`src/rtl/pattern_fill_engine.sv`:
```
// pattern_fill_engine
//
// Writes a full framebuffer pattern into video RAM, one pixel per accepted
// write. The scan is column-major: the row index advances first, and the
// column index advances when the row wraps.
//
// Parameters
//   COLS, ROWS  framebuffer size in pixels (powers of two, >= 2)
//   STRIPES     stripes per axis (power of two, 2 .. min(COLS, ROWS))
//   COLOR_W     pixel colour width
//
// Ports
//   Clock         system clock
//   Reset         synchronous, active-low reset
//   iStart        start request, sampled only in IDLE
//   iAbort        stop the fill and return to IDLE without oDone
//   iMode         0 vertical stripes, 1 horizontal stripes, 2 checker, 3 solid
//   iColorA/B     first / second colour, latched at start
//   iWriteReady   RAM port accepts the current write
//   oWriteEnable  write request valid (high throughout RUN)
//   oCol, oRow    current pixel coordinates
//   oColor        current pixel colour
//   oBusy         high while in RUN
//   oDone         one-cycle pulse after the last pixel is accepted
//   oDbgState     current FSM state (0 IDLE, 1 RUN, 2 DONE)
//
// Handshake: a write transfers on every rising edge where oWriteEnable and
// iWriteReady are both high. While oWriteEnable is high and iWriteReady is
// low, oCol/oRow/oColor/oWriteEnable hold stable until the transfer happens.
// Every output is driven from registers only, so iWriteReady never reaches
// an output combinationally.
module pattern_fill_engine #(
  parameter int COLS    = 256,
  parameter int ROWS    = 256,
  parameter int STRIPES = 4,
  parameter int COLOR_W = 3
) (
  input  logic                     Clock,
  input  logic                     Reset,
  input  logic                     iStart,
  input  logic                     iAbort,
  input  logic [1:0]               iMode,
  input  logic [COLOR_W-1:0]       iColorA,
  input  logic [COLOR_W-1:0]       iColorB,
  input  logic                     iWriteReady,
  output logic                     oWriteEnable,
  output logic [$clog2(COLS)-1:0]  oCol,
  output logic [$clog2(ROWS)-1:0]  oRow,
  output logic [COLOR_W-1:0]       oColor,
  output logic                     oBusy,
  output logic                     oDone,
  output logic [1:0]               oDbgState
);

  localparam int CW = $clog2(COLS);
  localparam int RW = $clog2(ROWS);

  // Bit of the counter that selects odd/even stripe: stripe width is
  // COLS/STRIPES pixels, so the stripe index LSB sits at that log2 position.
  localparam int CS_BIT = $clog2(COLS / STRIPES);
  localparam int RS_BIT = $clog2(ROWS / STRIPES);

  localparam logic [CW-1:0] COL_LAST = CW'(COLS - 1);
  localparam logic [RW-1:0] ROW_LAST = RW'(ROWS - 1);

  typedef enum logic [1:0] {
    S_IDLE = 2'd0,
    S_RUN  = 2'd1,
    S_DONE = 2'd2
  } state_t;

  state_t              state_q, state_d;
  logic [CW-1:0]       col_q, col_d;
  logic [RW-1:0]       row_q, row_d;
  logic [1:0]          mode_q, mode_d;
  logic [COLOR_W-1:0]  color_a_q, color_a_d;
  logic [COLOR_W-1:0]  color_b_q, color_b_d;

  always_ff @(posedge Clock) begin
    if (!Reset) begin
      state_q   <= S_IDLE;
      col_q     <= '0;
      row_q     <= '0;
      mode_q    <= '0;
      color_a_q <= '0;
      color_b_q <= '0;
    end else begin
      state_q   <= state_d;
      col_q     <= col_d;
      row_q     <= row_d;
      mode_q    <= mode_d;
      color_a_q <= color_a_d;
      color_b_q <= color_b_d;
    end
  end

  always_comb begin
    state_d   = state_q;
    col_d     = col_q;
    row_d     = row_q;
    mode_d    = mode_q;
    color_a_d = color_a_q;
    color_b_d = color_b_q;

    unique case (state_q)
      S_IDLE: begin
        if (iStart) begin
          mode_d    = iMode;
          color_a_d = iColorA;
          color_b_d = iColorB;
          col_d     = '0;
          row_d     = '0;
          state_d   = S_RUN;
        end
      end

      S_RUN: begin
        // Abort wins over acceptance; the pixel on the bus this cycle is
        // still written by the RAM, but the scan is discarded.
        if (iAbort) begin
          col_d   = '0;
          row_d   = '0;
          state_d = S_IDLE;
        end else if (iWriteReady) begin
          if (row_q == ROW_LAST) begin
            // Both counters wrap to zero after the final pixel, so the
            // engine parks at (0,0) with no extra clearing needed.
            row_d = '0;
            col_d = col_q + 1'b1;
            if (col_q == COL_LAST) begin
              state_d = S_DONE;
            end
          end else begin
            row_d = row_q + 1'b1;
          end
        end
      end

      S_DONE: begin
        col_d   = '0;
        row_d   = '0;
        state_d = S_IDLE;
      end

      default: begin
        col_d   = '0;
        row_d   = '0;
        state_d = S_IDLE;
      end
    endcase
  end

  logic col_stripe;
  logic row_stripe;

  assign col_stripe = col_q[CS_BIT];
  assign row_stripe = row_q[RS_BIT];

  always_comb begin
    oColor = color_a_q;
    unique case (mode_q)
      2'd0:    oColor = col_stripe ? color_b_q : color_a_q;
      2'd1:    oColor = row_stripe ? color_b_q : color_a_q;
      2'd2:    oColor = (col_stripe ^ row_stripe) ? color_b_q : color_a_q;
      default: oColor = color_a_q;
    endcase
  end

  assign oWriteEnable = (state_q == S_RUN);
  assign oBusy        = (state_q == S_RUN);
  assign oDone        = (state_q == S_DONE);
  assign oCol         = col_q;
  assign oRow         = row_q;
  assign oDbgState    = state_q;

endmodule

```
`config.mk`:
```
export PLATFORM = sky130hd
export DESIGN_NAME = pattern_fill_engine
export DESIGN_NICKNAME = d
export VERILOG_FILES = /design/src/rtl/pattern_fill_engine.sv
export SDC_FILE = /design/constraint.sdc
export NUM_CORES = 1
export LEC_CHECK = 0
export BUFFER_PORTS_ARGS = -buffer_cell sky130_fd_sc_hd__buf_4
export CAP_MARGIN = 10
export CORE_UTILIZATION = 45
export CTS_BUF_LIST = sky130_fd_sc_hd__clkbuf_2
export DETAILED_ROUTE_END_ITERATION = 6
export PLACE_DENSITY = 0.81
export REMOVE_ABC_BUFFERS = 1
export SLEW_MARGIN = 25
export SYNTH_ARGS = -nofsm -noshare
export SYNTH_HDL_FRONTEND = slang
export SYNTH_SLANG_ARGS = --single-unit
```
`constraint.sdc`:
```
create_clock -name Clock -period 1.7 [get_ports Clock]
set_input_delay 0.34 -clock Clock [delete_from_list [all_inputs] [get_ports Clock]]
set_output_delay 0.34 -clock Clock [all_outputs]
set_load 0.1 [all_outputs]
```
==> out/metrics.csv <==
metric;value;unit
overall power;0.00148;W
first drt pass iteration count;6;
Synth Cell Area;0.00135;mm2
Top FF cell, synth;dfxtp_1;
Slew @ Worst Pin;0.441;ns
worst path cell trace;buf_4, nand3_1, o211ai_1, buf_4, mux2_4, buf_12;
CP arrival;1.70;ns
# H-tree levels;1;
#FFs+latches synth;26;
Yosys cell types;41;
PortBufs;36;
placed inst area;0.00176;mm2
Detailed Place HPWL;2.57;mm
Design Area, Final;0.00200;mm2
Max clock buf depth;2;
Worst path slowest cell;dfxtp_2;
Area contributors post-synth;dfxtp_1 38%, mux2i_1 6.7%, nor2b_1 4.6%;
leading area contributor after synthesis;dfxtp_1;
HP Class;in -> reg;
vias in the first global route;1279;
Worst Reg-to-Reg Cells;4;
die area;0.00323;mm2
Pins Over Slew Limit;0;
worst rel slew slack;0.704;
initial DRC count;41;
worst r2r src;oDbgState[1];
crit-path most repeated cell;buf_4;
Hold Path Depth;2;
Layout Skew;0.00842;ns
Worst EP required;1.36;ns
MaxCap Viol Count;0;
FF-to-FF setup slack;0.07;ns
number of remaining DRC errors;4;
n_diodes;0;
setup_tns;-1.01;ns
Hold Path Sink;oDbgState[0];
clk_lat worst skew;0.36;ns
Die H;56.9;um
Final nets;223;
syn avg cell area;9.09;um2
post-route setup slack;-0.338;ns
Synth top area share;0.384;
Critical path buffers and inverters;3;
TritonCTS buffer count;3;
commonest cells in the netlist;26 x dfxtp_1, 12 x nand3_1, 11 x nor2_1;
post-route ant nets;0;
unrepaired setup endpoints after global routing;true;
total track usage;0.225;
Core Box Area;0.00281;mm2
CP delay by family, top;buffers and inverters;
CTS root buf;clkbuf_2;
hold_buf cts;0;
total grt overflow;0;
most common cell in the netlist;dfxtp_1;
layout cells sized above 1;0.449;
Placer Congestion;0.893;
Max Clk Rate;491;MHz
Initial Util;0.483;
first-pass GRT wire length;5.69;mm
CP startpoint kind;flop;
status;complete, but fails checks;
site row count;19;
Final period util;1.20;
largest net degree at the start of global routing;17;
P_leak;0.812;nW
area delta synth->final;47.7;%
sequential area share after synthesis;0.384;
number of synthesized flops with an enable pin;0;
WL final;3.76;mm
Final Critical Period;2.04;ns
number of cells produced by synthesis;149;
final setup fails;3;
violated checks;DRC, setup timing;
DR vias;1387;
RR Endpoint;oCol[4];
Pwr Density;738;mW/mm2
hold_sp;iWriteReady;
critical-path maximum fanout;3;
post-DR wirelength/cell;15.8;um
clock transition at the registers of the reported paths;0.25;ns
clock sink count;26;
CTS tree;done;
post-DR vias/cell;5.83;
yosys synthesis warning count;0;
asr flop ratio synth;0;
Critical Path Max Stage Delay;0.41;ns
io pins;37;
worst vdd ir;0.388;mV
CP Class;reg -> out;
Layout Utilization;0.713;
Chip Width;56.9;um
initial antenna violation count;0;
Critical Path End Type;primary output;
Final Hold Vio Count;0;
==> through the flow <==
stage                     hold WS, ns  setup slack [ns]  cells
after global routing            0.116            -0.428    238
after CTS                       0.122            -0.350    234
after detailed placement        0.493           -0.0144    229
after floorplan                 0.440             -2.40    142
final                           0.132            -0.338    238
after global placement          0.488            0.0309    229
==> cell type report <==
type / count / area (um2)
Timing Repair Buffer: 61 / 537
Clock buffer: 3 / 15.0
Multi-Input combinational cell: 113 / 828
Tap cell: 31 / 38.8
Sequential cell: 26 / 539
Fill cell: 197 / 806
Inverter: 3 / 11.3
Clock inverter: 1 / 30.0
==> worst register-to-register path, stage by stage (launching register included) <==
cell and delay [ns]:
dfxtp_4 0.42, or4b_4 0.57, nand3_2 0.12, nor3_1 0.08
a2111oi_2 0.36
==> logic make-up (layout without fill, tap and decap cells) <==
group / Yosys count / in the layout / share of synthesized area
AND/OR/NAND/NOR: 67 / 67 / 0.285
AO/OA/AOI/OAI: 25 / 25 / 0.128
adder cells (fa/ha/maj): 2 / 2 / 0.0185
XOR/XNOR: 6 / 6 / 0.0388
multiplexers: 13 / 13 / 0.0998
buffers and inverters: 10 / 68 / 0.0453
flip-flops: 26 / 26 / 0.384
==> state kept, by name, summed over array words and instances, names as in the netlist <==
register   count
oDbgState      2
color_a_q      3
mode_q         2
oRow           8
color_b_q      3
oCol           8
==> layer usage <==
metal,up-vias,GRT usage,wire length [um]
li1,663,-,-
met1,664,0.296,1570
met2,50,0.366,1880
met3,10,0.0300,224
met4,0,0.101,88
met5,-,0,0
==> placed cells by master, fill, tap and decap left out, types with 3 or more instances in the layout <==
cell type / synthesis / routed
nand3_1: 12 / 10
o211ai_1: 3 / 3
nand4_1: 5 / 5
nor2_1: 11 / 10
nor3_1: 5 / 5
mux2i_1: 9 / 9
o21ai_0: 5 / 3
buf_12: 0 / 6
mux2_4: 0 / 3
o21ai_2: 1 / 3
nand2_1: 6 / 5
dfxtp_1: 26 / 17
a21oi_1: 5 / 5
clkbuf_2: 0 / 3
xnor2_1: 5 / 5
dfxtp_2: 0 / 6
dfxtp_4: 0 / 3
or4_1: 3 / 3
nor2b_1: 10 / 8
buf_4: 2 / 54
o31ai_1: 3 / 3
==> report_power, final <==
part / internal, W / total (W) / switching (W)
Clock: 0.000202 / 0.000393 / 0.000191
Sequential: 0.000633 / 0.000653 / 0.0000191
Combinational: 0.000169 / 0.000430 / 0.000261
==> how the worst max path moves through the flow <==
stage | startpoint | endpoint | slack (ns) | depth (start not counted)
floorplan | oDbgState[0] | oBusy | -2.40 | 1
global placement | mode_q[0] | oColor[2] | 0.03 | 5
detailed placement | mode_q[1] | oColor[0] | -0.01 | 5
CTS | mode_q[0] | oColor[0] | -0.35 | 6
global route | mode_q[0] | oColor[1] | -0.43 | 6
finish | oRow[6] | oColor[2] | -0.34 | 6
==> repair_timing <==
| item | in CTS | in global routing |
|---|---|---|
| pin swaps | 1 | 2 |
| setup buffers | 1 | 4 |
| endpoints found under the hold margin | 0 | 0 |
| setup endpoints to repair | 6 | 11 |
| resized for setup | 23 | 26 |
Power figures use the tool's default switching activity.
